===== src/rtl/vga_sync_rx.sv =====
// vga_sync_rx: recovers x/y from incoming VGA syncs, checks 800x525 geometry and locks onto the stream.
// Define VGA_SYNC_RX_ERRCNT_EN to add the err_count / last_err diagnostic outputs.
module vga_sync_rx #(
  parameter int H_TOTAL     = 800,
  parameter int H_SYNC      = 96,
  parameter int H_ACT_START = 144,
  parameter int H_ACT       = 640,
  parameter int V_TOTAL     = 525,
  parameter int V_SYNC      = 2,
  parameter int V_ACT_START = 35,
  parameter int V_ACT       = 480,
  parameter int LOCK_FRAMES = 2
) (
  input  logic        CLOCK_50,
  input  logic        reset,
  input  logic        pix_en,
  input  logic        hs_in,
  input  logic        vs_in,
  input  logic [7:0]  r_in,
  input  logic [7:0]  g_in,
  input  logic [7:0]  b_in,
  output logic        pix_valid,
  output logic [9:0]  x_out,
  output logic [9:0]  y_out,
  output logic [7:0]  r_out,
  output logic [7:0]  g_out,
  output logic [7:0]  b_out,
  output logic        frame_start,
  output logic        locked,
  output logic        err
`ifdef VGA_SYNC_RX_ERRCNT_EN
  ,
  output logic [15:0] err_count,
  output logic [2:0]  last_err
`endif
);
  typedef enum logic [1:0] {SEARCH, TRACK, LOCKED} state_t;
  localparam logic [9:0] HT1 = 10'(H_TOTAL - 1);
  localparam logic [9:0] HS1 = 10'(H_SYNC - 1);
  localparam logic [9:0] VT1 = 10'(V_TOTAL - 1);
  localparam logic [9:0] VSW = 10'(V_SYNC);
  localparam logic [9:0] HA0 = 10'(H_ACT_START);
  localparam logic [9:0] HA1 = 10'(H_ACT_START + H_ACT - 1);
  localparam logic [9:0] VA0 = 10'(V_ACT_START);
  localparam logic [9:0] VA1 = 10'(V_ACT_START + V_ACT - 1);
  localparam int GW = $clog2(LOCK_FRAMES + 1);
  localparam logic [GW-1:0] LF = GW'(LOCK_FRAMES);
  state_t state, state_nxt;
  logic [GW-1:0] good, good_nxt;
  logic dirty, dirty_nxt, clean;
  logic [9:0] h_cnt, v_cnt, h_nxt, v_nxt, v_inc;
  logic hs_prev, vs_line;
  logic hs_fall, hs_rise, fs, chk, active;
  logic e_line, e_hsw, e_frame, e_vsw, e_sat, any_err;
  // Indices below are the ones this sample is assigned (HS fall sample is h=0).
  always_comb begin
    hs_fall = hs_prev & ~hs_in;
    hs_rise = ~hs_prev & hs_in;
    fs      = hs_fall & vs_line & ~vs_in;
    h_nxt   = hs_fall ? 10'd0 : h_cnt + {9'd0, h_cnt != 10'h3ff};
    v_inc   = v_cnt + {9'd0, v_cnt != 10'h3ff};
    v_nxt   = !hs_fall ? v_cnt : fs ? 10'd0 : v_inc;
    chk     = pix_en & (state != SEARCH);
    e_line  = chk & hs_fall & (h_cnt != HT1);
    e_hsw   = chk & hs_rise & (h_cnt != HS1);
    e_frame = chk & fs & (v_cnt != VT1);
    e_vsw   = chk & hs_fall & ~vs_line & vs_in & (v_inc != VSW);
    e_sat   = chk & (hs_fall ? ~fs & (v_cnt == 10'h3fe) : (h_cnt == 10'h3fe));
    any_err = e_line | e_hsw | e_frame | e_vsw | e_sat;
    active  = (h_nxt >= HA0) && (h_nxt <= HA1) && (v_nxt >= VA0) && (v_nxt <= VA1);
  end
  always_comb begin
    state_nxt = state;
    good_nxt  = good;
    dirty_nxt = pix_en ? (fs ? 1'b0 : dirty | any_err) : dirty;
    clean     = ~dirty & ~any_err;
    if (pix_en)
      case (state)
        SEARCH: if (fs) begin
          state_nxt = TRACK;
          good_nxt  = '0;
        end
        TRACK: if (fs) begin
          good_nxt  = clean ? good + 1'b1 : '0;
          state_nxt = (clean && (good + 1'b1 == LF)) ? LOCKED : TRACK;
        end
        LOCKED: if (any_err) begin
          state_nxt = TRACK;
          good_nxt  = '0;
        end
        default: state_nxt = SEARCH;
      endcase
  end
  always_ff @(posedge CLOCK_50 or negedge reset)
    if (!reset) begin
      state <= SEARCH;
      good  <= '0;
      dirty <= 1'b0;
    end else begin
      state <= state_nxt;
      good  <= good_nxt;
      dirty <= dirty_nxt;
    end
  always_ff @(posedge CLOCK_50 or negedge reset)
    if (!reset) begin
      h_cnt       <= '0;
      v_cnt       <= '0;
      hs_prev     <= 1'b1;
      vs_line     <= 1'b1;
      pix_valid   <= 1'b0;
      frame_start <= 1'b0;
      err         <= 1'b0;
      x_out       <= '0;
      y_out       <= '0;
      r_out       <= '0;
      g_out       <= '0;
      b_out       <= '0;
    end else begin
      pix_valid   <= pix_en & active & (state == LOCKED);
      frame_start <= pix_en & fs;
      err         <= any_err;
      if (pix_en) begin
        h_cnt   <= h_nxt;
        v_cnt   <= v_nxt;
        hs_prev <= hs_in;
        if (hs_fall) vs_line <= vs_in;
        x_out <= h_nxt - HA0;
        y_out <= v_nxt - VA0;
        r_out <= r_in;
        g_out <= g_in;
        b_out <= b_in;
      end
    end
  assign locked = (state == LOCKED);
`ifdef VGA_SYNC_RX_ERRCNT_EN
  always_ff @(posedge CLOCK_50 or negedge reset)
    if (!reset) begin
      err_count <= '0;
      last_err  <= '0;
    end else if (any_err) begin
      err_count <= err_count + {15'd0, ~&err_count};
      last_err  <= e_line ? 3'd1 : e_hsw ? 3'd2 : e_frame ? 3'd3 : e_vsw ? 3'd4 : 3'd5;
    end
`endif
endmodule


===== config.mk =====
export PLATFORM = sky130hd
export DESIGN_NAME = vga_sync_rx
export DESIGN_NICKNAME = d
export VERILOG_FILES = /design/src/rtl/vga_sync_rx.sv
export SDC_FILE = /design/constraint.sdc
export NUM_CORES = 1
export LEC_CHECK = 0
export ABC_AREA = 1
export CAP_MARGIN = 20
export CORE_ASPECT_RATIO = 1.5
export CORE_UTILIZATION = 65
export CTS_BUF_LIST = sky130_fd_sc_hd__clkbuf_8 sky130_fd_sc_hd__clkbuf_16
export DETAILED_ROUTE_END_ITERATION = 6
export DONT_BUFFER_PORTS = 1
export GPL_ROUTABILITY_DRIVEN = 0
export GPL_TIMING_DRIVEN = 0
export HOLD_SLACK_MARGIN = 0.03
export PLACE_DENSITY = 0.82
export SYNTH_ARGS = -nofsm -noshare
export SYNTH_HDL_FRONTEND = slang
export SYNTH_SLANG_ARGS = --single-unit

===== constraint.sdc =====
create_clock -name CLOCK_50 -period 4.65 [get_ports CLOCK_50]
set_input_delay 0.2325 -clock CLOCK_50 [delete_from_list [all_inputs] [get_ports CLOCK_50]]
set_output_delay 0.2325 -clock CLOCK_50 [all_outputs]
set_load 0.01 [all_outputs]

# Word level (Yosys, flattened, before mapping)
# Cells that the tools add are included.
# W data, S select, Z words.
classes:
  addsub: 5
  magnitude_cmp: 4
  eq_ne: 14
  mux: 15
  bitwise: 32
  n_reduce_logical: 10
op_table:
  columns: ["operator", "n"]
  rows:
  - ["$ne A10 B10 Y1 const B", 4]
  - ["$mux W10", 3]
  - ["$add A10 B1 Y10", 2]
  - ["$and A1 B1 Y1", 20]
  - ["$eq A10 B10 Y1 const B", 2]
  - ["$le A10 B10 Y1 const B", 2]
  - ["$mux W2", 8]
  - ["$pmux W2 S3", 2]
  - ["$ge A10 B6 Y1 const B", 1]
  - ["$ge A10 B8 Y1 const B", 1]
  - ["$ne A10 B2 Y1 const B", 1]
  - ["$ne A10 B7 Y1 const B", 1]
  - ["$sub A10 B6 Y10 const B", 1]
  - ["$sub A10 B8 Y10 const B", 1]
  - ["$not A1 Y1", 7]
  - ["$or A1 B1 Y1", 5]
  - ["$reduce_and A5 Y1", 1]
  - ["$eq A2 B2 Y1 const B", 2]
  - ["$logic_and A1 B1 Y1", 4]
  - ["$ne A2 B2 Y1 const B", 2]
  - ["$reduce_and A4 Y1", 1]
  - ["$reduce_bool A3 Y1", 1]
  - ["$add A2 B1 Y2 const B", 1]
  - ["$eq A2 B1 Y1 const B", 1]
  - ["other kinds (5)", 6]
totals:
  ff_bits: 74
  wordCells: 95

# Logic depth before layout (Yosys ltp)
# Gate-level depths: netlist (run 1).
depth:
  word_depth: 15
  ltp_mapped: 19
  depth_no_buf: 18

# Least setup slack after synthesis (run 1)
# Ideal clock, no wire load.
synth_path:
  path_type: "register -> register"
  from: "register v_cnt[3]"
  to: "register pix_valid"
  setup_time_ps: 115
  t_arrival_ps: 2008
  t_required_ps: 4535
  path_slack_ps: 2527
  stages_incl_launch_ff: 18
  n_path_buf: 0
  period_less_slack_ps: 2123
  path_cell_list: "dfrtp_1 inv_1 nor3_1 nand4_1 ha_1 inv_1 nand2_1 nand2_1 nand2_1 nand2_1 inv_1 ha_1 inv_1 nand3_2 nand2_1 nand3_1 nand2_1 nor2_1"
synth_between:
  elab_chain_len: 9
  word_cells_on_any_way: 10
synth_rtl:
  columns: ["item", "line", "text"]
  rows:
  - ["from (decl)", "51", "logic [9:0] h_cnt, v_cnt, h_nxt, v_nxt, v_inc;"]
  - ["from (signal assigned)", "124", "v_cnt <= v_nxt;"]
  - ["$ne A10 B10 Y1 *", "61", "v_inc = v_cnt + {9'd0, v_cnt != 10'h3ff};"]
  - ["$add A10 B1 Y10 *", "61", null]
  - ["$mux W10 * (2 in a row)", "62", "v_nxt = !hs_fall ? v_cnt : fs ? 10'd0 : v_inc;"]
  - ["net v_nxt[1]", "51", null]
  - ["$ge A10 B6 Y1", "70", "active = (h_nxt >= HA0) && (h_nxt <= HA1) && (v_nxt >= VA0) && (v_nxt <= VA1);"]
  - ["$logic_and A1 B1 Y1", "70", null]
  - ["$logic_and A1 B1 Y1 *", "70", null]
  - ["$and A1 B1 Y1 * (2 in a row)", "119", "pix_valid <= pix_en & active & (state == LOCKED);"]
  - ["to (signal assigned)", "119", null]
  - ["to (decl)", "22", "output logic pix_valid,"]
# The timed path passes the listed nets; every way through them passes the cells marked *.
# A chain may end at the register's enable or synchronous reset.

# Worst setup path after layout (run 1)
# Ends and elaborated chain as after synthesis.

==> results.py, run 1 <==
metrics = {
    "logic_synthesis": {
        "syn_avg_cell_area_um2": 7.247,
        "netlist.area_leader.share_pct": 43.16,
        "yosysWarnings": 0,
        "synth_area_leaders": "sky130_fd_sc_hd__dfrtp_1 43%, sky130_fd_sc_hd__nand2_1 20%, sky130_fd_sc_hd__nor2_1 5.4%, sky130_fd_sc_hd__inv_1 4.5%, sky130_fd_sc_hd__nand3_1 3.8%",
        "synth.distinct_cells": 35,
        "dominantRegCellSynth": "sky130_fd_sc_hd__dfrtp_1",
        "synth-seq-cells": 70,
        "synth_top_cell_by_area": "sky130_fd_sc_hd__dfrtp_1",
        "synth_nets": 582,
        "synth_cells": 544,
        "seq_area_frac_synth_pct": 44.49,
        "synthArstFlopShare_pct": 100.0,
        "synth_enable_flop_cells": 0,
        "syn-cell-area_um2": 3943,
    },
    "critical_path": {
        "worst_path_dominant_cell_family": "simple AND/OR/NAND/NOR gates",
        "worstPathCellList": "inv_1 > nor3_1 > nand4_1 > ha_1 > inv_1 > nand2_1 > nand2_1 > nand2_1 > nand2_1 > inv_1 > ha_1 > inv_1 > nand3_2 > nand2_1 > nand3_1 > nand2_1 > nor2_1",
        "crit_path_max_fanout": 5,
        "timing.critical_path.from": "v_cnt[3]",
        "max_stage_delay_ns": 0.43,
        "critical-path-top-cell-by-count": "sky130_fd_sc_hd__nand2_1",
        "timing_worst_setup_path_type": "flop to flop",
        "critical_path.slowest_cell": "sky130_fd_sc_hd__dfrtp_1",
        "setup.reg_to_reg.worst_slack_ns": 2.08,
        "crit_path_end_kind": "flop",
        "cp.arrival_ns": 2.82,
        "r2r-start": "v_cnt[3]",
        "worst_setup_path_start_kind": "flop",
        "worstPathRequired_ns": 4.89,
        "worst-path-buf-inv": 4,
    },
    "global_routing": {
        "wire_length_of_the_first_global_routing_pass_um": 16450,
        "globalRoute.totalOverflow": 0,
        "grt_pass1_vias": 3733,
        "grt_antenna_before_repair": 0,
        "grt_use_total_pct": 34.18,
        "grt_max_degree": 71,
    },
    "clocking": {
        "tritoncts_num_sinks": 70,
        "htree_levels": 3,
        "tritoncts": "built",
        "cts_max_path_buffers": 2,
        "post-cts-setup-buffer-count": 0,
        "insertion_delay_ns": 0.35,
        "clock_tree.root_cell": "sky130_fd_sc_hd__clkbuf_8",
        "num_cts_buffers": 9,
        "clkSlewWorstSetupHoldPaths_ns": 0.08,
    },
    "outcome": {
        "status": "finished, final reports clean",
    },
    "routing": {
        "route.detailed.vias_per_inst": 5.633,
        "drc_errors_left": 0,
        "post_route_wl_um": 9773,
        "via_count": 3718,
        "antenna_left": 0,
        "drt_iter0_drc": 281,
        "firstDrtPassIters": 6,
        "drt-wirelength-per-cell_um": 14.81,
    },
    "sta": {
        "final_setup_violations": 0,
        "worst_clock_skew_ns": 0.009920,
        "slew_viol_final": 0,
        "final_period_demand_of_the_worst_path_ns": 2.574,
        "report.final.hold_viol_count": 0,
        "post-route-period-util_pct": 55.36,
        "totalNegativeSetupSlack_ns": 0,
        "rsz_0062_raised_after_global_routing": "false",
        "worst_slew_slack_as_a_fraction_of_its_limit_pct": 57.21,
        "tightestPinTransition_ns": 0.6419,
        "fmax_mhz": 388.5,
        "hold-worst-slack_ns": 0.07015,
    },
    "floorplanning": {
        "initial_utilization_pct": 67.65,
        "io_pins": 77,
        "floorplan.die.width_um": 65.59,
        "chipHeight_um": 97.39,
        "core_region_area_um2": 5828,
        "dieArea_um2": 6387,
        "std_cell_rows": 34,
    },
    "min_path": {
        "worst_hold_startpoint": "vs_in",
        "timing.hold.worst.class": "input port to flop",
    },
    "job": {
        "max-cap-violations": 0,
    },
    "power_and_ir_drop": {
        "intPower_uw": 1097,
        "seq_power_share_pct": 47.2,
        "totalPowerFinal_uw": 1793,
        "power.switching_uw": 696.3,
        "power_switching_share_pct": 38.83,
        "power.share.clock_pct": 24.7,
        "vdd.ir_drop.worst_uv": 318.6,
        "pwr-share-comb_pct": 28.0,
        "pwr_density_cell_nw_per_um2": 398.0,
        "leakagePower_uw": 0.002213,
    },
    "cells_and_area": {
        "finish.net_count": 621,
        "drive_gt1_share_pct": 9.524,
        "syn2layout_area_growth_pct": 14.28,
        "fin_util_pct": 77.31,
        "fillCellCount": 422,
        "num_antenna_cells": 0,
        "final_cells": 660,
    },
    "place": {
        "number_of_port_buffers": 0,
        "dp_hpwl_um": 6684,
        "post-place-cells": 616,
    },
}
[timing repair]
item	4_1_cts	5_1_grt
resized for setup	0	0
endpoints found under the hold margin	95	0
hold buffers	28	0
[placed cells by master, fill, tap and decap left out, types with 5 or more instances in the layout]
cell,n
sky130_fd_sc_hd__nand2_1,210
sky130_fd_sc_hd__dfrtp_1,68
sky130_fd_sc_hd__nor2_1,57
sky130_fd_sc_hd__inv_1,48
sky130_fd_sc_hd__nand3_1,30
sky130_fd_sc_hd__dlygate4sd3_1,27
sky130_fd_sc_hd__o21ai_0,25
sky130_fd_sc_hd__clkbuf_1,11
sky130_fd_sc_hd__ha_1,9
sky130_fd_sc_hd__clkbuf_8,9
sky130_fd_sc_hd__nor2_2,8
sky130_fd_sc_hd__o21ai_1,8
sky130_fd_sc_hd__buf_4,7
sky130_fd_sc_hd__o22ai_1,7
sky130_fd_sc_hd__a21oi_1,6
sky130_fd_sc_hd__nor3_1,6
sky130_fd_sc_hd__nand2_2,6
sky130_fd_sc_hd__nand4_1,5
sky130_fd_sc_hd__o21ai_2,5
[synthesized netlist by cell type, types with 2 or more instances]
library cell / number
sky130_fd_sc_hd__buf_4: 7
sky130_fd_sc_hd__o21ai_1: 8
sky130_fd_sc_hd__clkbuf_1: 11
sky130_fd_sc_hd__inv_2: 3
sky130_fd_sc_hd__nand3_2: 2
sky130_fd_sc_hd__nor2_1: 57
sky130_fd_sc_hd__o21ai_2: 5
sky130_fd_sc_hd__nand3_1: 30
sky130_fd_sc_hd__dfstp_2: 2
sky130_fd_sc_hd__xor2_1: 2
sky130_fd_sc_hd__nand2_2: 6
sky130_fd_sc_hd__nand4_1: 5
sky130_fd_sc_hd__inv_1: 47
sky130_fd_sc_hd__nor2_2: 8
sky130_fd_sc_hd__o22ai_1: 7
sky130_fd_sc_hd__a31oi_1: 4
sky130_fd_sc_hd__nor3_1: 6
sky130_fd_sc_hd__a21oi_1: 6
sky130_fd_sc_hd__nand3b_1: 3
sky130_fd_sc_hd__xnor2_1: 2
sky130_fd_sc_hd__ha_1: 9
sky130_fd_sc_hd__dfrtp_1: 68
sky130_fd_sc_hd__nand2_1: 210
sky130_fd_sc_hd__o21ai_0: 25
[cell type report]
type | count | area, um^2 | share of cell area [%]
sequential | 70 | 1754 | 38.93
inverter | 51 | 191.4 | 4.249
multi-input combinational | 404 | 1899 | 42.15
clock inverter | 7 | 51.30 | 1.139
timing repair buffer | 28 | 297.8 | 6.609
buffer | 19 | 97.59 | 2.166
tap | 72 | 90.09 | 1.999
clock buffer | 9 | 123.9 | 2.749
[per-layer routing]
layer	vias up	GRT usage, %	wire [um]
met2	162	57.34	4978
met5	-	0	0
met3	32	8.216	731
met1	1730	39.23	3761
met4	0	18.06	301
li1	1794	-	-
[logic make-up after synthesis]
| family | count (synthesis) | synth area share (%) |
|---|---|---|
| simple gates | 332 | 35.70 |
| compound gates | 59 | 8.727 |
| xor+xnor | 4 | 0.8888 |
| buf+inv | 70 | 7.331 |
| fa+ha+maj | 9 | 2.856 |
| flops | 70 | 44.49 |
[power by group through the flow]
stage / logic (uW) / registers (uW) / clock network [uW]
after floorplan: 379 / 826 / 0
after global placement: 444 / 852 / 0
after detailed placement: 462 / 855 / 0
after CTS: 499 / 845 / 444
after global routing: 567 / 860 / 475
final: 503 / 847 / 443
[path summary, 6_finish.rpt]
| check | to | cells after the start |
|---|---|---|
| max | pix_valid | 17 |
| min | vs_line | 2 |
| max reg2reg | pix_valid | 17 |
| min reg2reg | good[1] | 2 |
| max in group asynchronous | hs_prev | 2 |
| min in group asynchronous | b_out[0] | 2 |
[through the flow]
step | worst slack (ns) | instance area [um^2]
global placement | 2.177 | 4033
floorplan | 2.527 | 3943
CTS | 2.101 | 4506
finish | 2.076 | 4506
global route | 1.862 | 4506
detailed placement | 2.138 | 4033
[worst reg2reg max path: stages, from the launching register on]
cell and delay, ns:
sky130_fd_sc_hd__dfrtp_1 0.43, sky130_fd_sc_hd__inv_1 0.14, sky130_fd_sc_hd__nor3_1 0.25, sky130_fd_sc_hd__nand4_1 0.16, sky130_fd_sc_hd__ha_1 0.25, sky130_fd_sc_hd__inv_1 0.09, sky130_fd_sc_hd__nand2_1 0.08, sky130_fd_sc_hd__nand2_1 0.06
sky130_fd_sc_hd__nand2_1 0.04, sky130_fd_sc_hd__nand2_1 0.13, sky130_fd_sc_hd__inv_1 0.08, sky130_fd_sc_hd__ha_1 0.21, sky130_fd_sc_hd__inv_1 0.09, sky130_fd_sc_hd__nand3_2 0.10, sky130_fd_sc_hd__nand2_1 0.15, sky130_fd_sc_hd__nand3_1 0.09
sky130_fd_sc_hd__nand2_1 0.07, sky130_fd_sc_hd__nor2_1 0.04
[registers in the layout, summed over array words and instances, names as in the netlist, 2 cells and up]
| signal | flops |
|---|---|
| v_cnt | 10 |
| state | 2 |
| good | 2 |
| g_out | 8 |
| h_cnt | 6 |
| b_out | 8 |
| x_out | 10 |
| y_out | 10 |
| r_out | 8 |
Note: power is estimated with default switching activity, not from simulation.
==> run 2, diff against run 1 <==
--- a/config.mk
+++ b/config.mk
@@ -8,14 +8,14 @@
 export ABC_AREA = 1
 export CAP_MARGIN = 20
 export CORE_ASPECT_RATIO = 1.5
-export CORE_UTILIZATION = 65
+export CORE_UTILIZATION = 64
 export CTS_BUF_LIST = sky130_fd_sc_hd__clkbuf_8 sky130_fd_sc_hd__clkbuf_16
 export DETAILED_ROUTE_END_ITERATION = 6
 export DONT_BUFFER_PORTS = 1
 export GPL_ROUTABILITY_DRIVEN = 0
 export GPL_TIMING_DRIVEN = 0
 export HOLD_SLACK_MARGIN = 0.03
-export PLACE_DENSITY = 0.82
+export PLACE_DENSITY = 0.81
 export SYNTH_ARGS = -nofsm -noshare
 export SYNTH_HDL_FRONTEND = slang
 export SYNTH_SLANG_ARGS = --single-unit
==> constraint.sdc (replaced) <==
create_clock -name CLOCK_50 -period 2.6 [get_ports CLOCK_50]
set_input_delay 0.13 -clock CLOCK_50 [delete_from_list [all_inputs] [get_ports CLOCK_50]]
set_output_delay 0.13 -clock CLOCK_50 [all_outputs]
set_load 0.01 [all_outputs]
==> results.py, run 2 (same netlist as run 1, synthesis figures left out) <==
metrics = {
    "critical_path": {
        "timing_worst_setup_path_type": "flop to flop",
        "cp.arrival_ns": 2.74,
        "critical_path.slowest_cell": "sky130_fd_sc_hd__dfrtp_1",
        "worstPathRequired_ns": 2.88,
        "timing.critical_path.from": "v_cnt[6]",
        "worstPathCellList": "nand2_1 > nor2_4 > nand4_1 > ha_1 > inv_1 > nand3_1 > nor2_1 > nand3_1 > nor2_1 > nand2_1 > nand2_1 > nand3_1 > nand3_1 > nand2_1 > o21ai_1",
        "crit_path_max_fanout": 4,
        "r2r-start": "v_cnt[6]",
        "worst_setup_path_start_kind": "flop",
        "crit_path_end_kind": "flop",
        "max_stage_delay_ns": 0.41,
    },
    "place": {
        "post-place-cells": 616,
        "detailed_place.area_um2": 4033,
        "dp_hpwl_um": 6479,
        "number_of_port_buffers": 0,
    },
    "cells_and_area": {
        "final_cells": 667,
        "syn2layout_area_growth_pct": 17.58,
        "fillCellCount": 412,
        "finish.net_count": 628,
        "layout.cell_area.non_filler_um2": 4636,
        "layout_common_cells": "205 x sky130_fd_sc_hd__nand2_1, 67 x sky130_fd_sc_hd__dfrtp_1, 56 x sky130_fd_sc_hd__nor2_1",
        "reg_top3": "v_cnt (10), x_out (10), y_out (10)",
        "layout.cells.most_common": "sky130_fd_sc_hd__nand2_1",
        "num_antenna_cells": 0,
        "drive_gt1_share_pct": 12.77,
    },
    "floorplanning": {
        "std_cell_rows": 34,
        "dieArea_um2": 6485,
        "core_region_area_um2": 5871,
        "io_pins": 77,
        "initial_utilization_pct": 67.16,
        "floorplan.die.width_um": 66.09,
        "chipHeight_um": 98.13,
    },
    "power_and_ir_drop": {
        "pwr_density_cell_nw_per_um2": 729.1,
        "vdd.ir_drop.worst_uv": 506.6,
        "leakagePower_uw": 0.002272,
    },
    "clocking": {
        "clock_tree.root_cell": "sky130_fd_sc_hd__clkbuf_8",
        "htree_levels": 3,
        "tritoncts_num_sinks": 70,
        "num_cts_buffers": 9,
        "cts_max_path_buffers": 2,
        "tritoncts": "built",
        "insertion_delay_ns": 0.36,
        "clkSlewWorstSetupHoldPaths_ns": 0.08,
    },
    "min_path": {
        "timing.hold.worst.class": "input port to flop",
        "worst_hold_startpoint": "hs_in",
    },
    "sta": {
        "slew_viol_final": 0,
        "report.final.hold_viol_count": 0,
        "fmax_mhz": 406.3,
        "worst_clock_skew_ns": 0.01106,
        "hold-worst-slack_ns": 0.1480,
        "final_setup_violations": 0,
        "tightestPinTransition_ns": 0.5605,
        "worst_slew_slack_as_a_fraction_of_its_limit_pct": 62.63,
        "final_period_demand_of_the_worst_path_ns": 2.461,
        "post-route-period-util_pct": 94.66,
    },
    "job": {
        "max-cap-violations": 0,
    },
    "routing": {
        "antenna_left": 0,
        "drt_iter0_drc": 283,
        "route.detailed.vias_per_inst": 5.574,
        "drc_errors_left": 0,
        "drt-wirelength-per-cell_um": 14.88,
        "via_count": 3718,
        "post_route_wl_um": 9923,
        "firstDrtPassIters": 5,
    },
    "global_routing": {
        "grt_use_total_pct": 33.00,
        "wire_length_of_the_first_global_routing_pass_um": 16100,
        "grt_pass1_vias": 3617,
        "grt_max_degree": 71,
        "grt_antenna_before_repair": 0,
        "globalRoute.totalOverflow": 0,
    },
    "outcome": {
        "status": "finished, final reports clean",
    },
}
run 2: changes by cell type in the layout (fill, tap and decap cells not counted), moves of 4 or more:
cell and delta:
sky130_fd_sc_hd__nand2_2 +5, sky130_fd_sc_hd__buf_4 +5, sky130_fd_sc_hd__nand2_1 -5, sky130_fd_sc_hd__inv_2 +4
sky130_fd_sc_hd__inv_1 -4
run 2: per-stage QoR:
| step | utilization, % | setup TNS [ns] | power [uW] | worst slack, ns |
|---|---|---|---|---|
| 2_1_floorplan | - | 0 | 2155 | 0.4771 |
| 3_3_place_gp | 68.69 | 0 | 2318 | 0.1643 |
| 3_5_place_dp | 68.69 | 0 | 2351 | 0.1185 |
| 4_1_cts | 77.51 | 0 | 3304 | 0.003210 |
| 5_1_grt | 78.96 | -0.2759 | 3572 | -0.07454 |
| 6_report | 78.96 | 0 | 3380 | 0.1387 |
run 2: worst paths after layout:
check	cells past startpoint	end	slack (ns)
min in group asynchronous	2	v_cnt[4]	0.30
max in group asynchronous	2	hs_prev	1.99
worst min-delay path	5	v_cnt[9]	0.15
worst max register to register	15	good[1]	0.14
worst min register to register	2	good[1]	0.49
worst max-delay path	15	good[1]	0.14
run 2: report_power, final:
part           leakage (uW)  switching [uW]  internal [uW]
logic               0.00131             590            375
registers          0.000860             242           1280
clock network     0.0000997             430            465
total               0.00227            1260           2120
run 2: per-layer routing:
metal  global-route usage [%]  vias up  part of all wire, %
met5                        0        -                    0
met4                    16.69        0                  3.7
met3                    7.126       32                  6.2
met2                    55.10      153                   51
met1                    39.12     1725                   39
li1                         -     1808                    -
run 2: repair_timing:
action | CTS | global route
gates resized for setup | 0 | 18
endpoints found under the setup margin | 0 | 15
hold buffers | 30 | 0
setup buffers | 0 | 5
endpoints found under the hold margin | 97 | 0
run 2: layout make-up:
class	instances	area, um^2	share of cell area [%]
Sequential cell	70	1755	37.87
Clock buffer	10	137.6	2.969
Buffer	19	97.59	2.105
Clock inverter	6	62.56	1.350
Multi-Input combinational cell	404	1946	41.97
Tap cell	72	90.09	1.943
Timing Repair Buffer	35	355.3	7.665
Inverter	51	191.4	4.130
run 2: critical path, delay by kind of cell, from the launching register on:
| family | cells | cell delay (ns) |
|---|---|---|
| fa+ha+maj | 1 | 0.31 |
| buf+inv | 1 | 0.09 |
| compound gates | 1 | 0.07 |
| simple gates | 12 | 1.50 |
| flops | 1 | 0.41 |
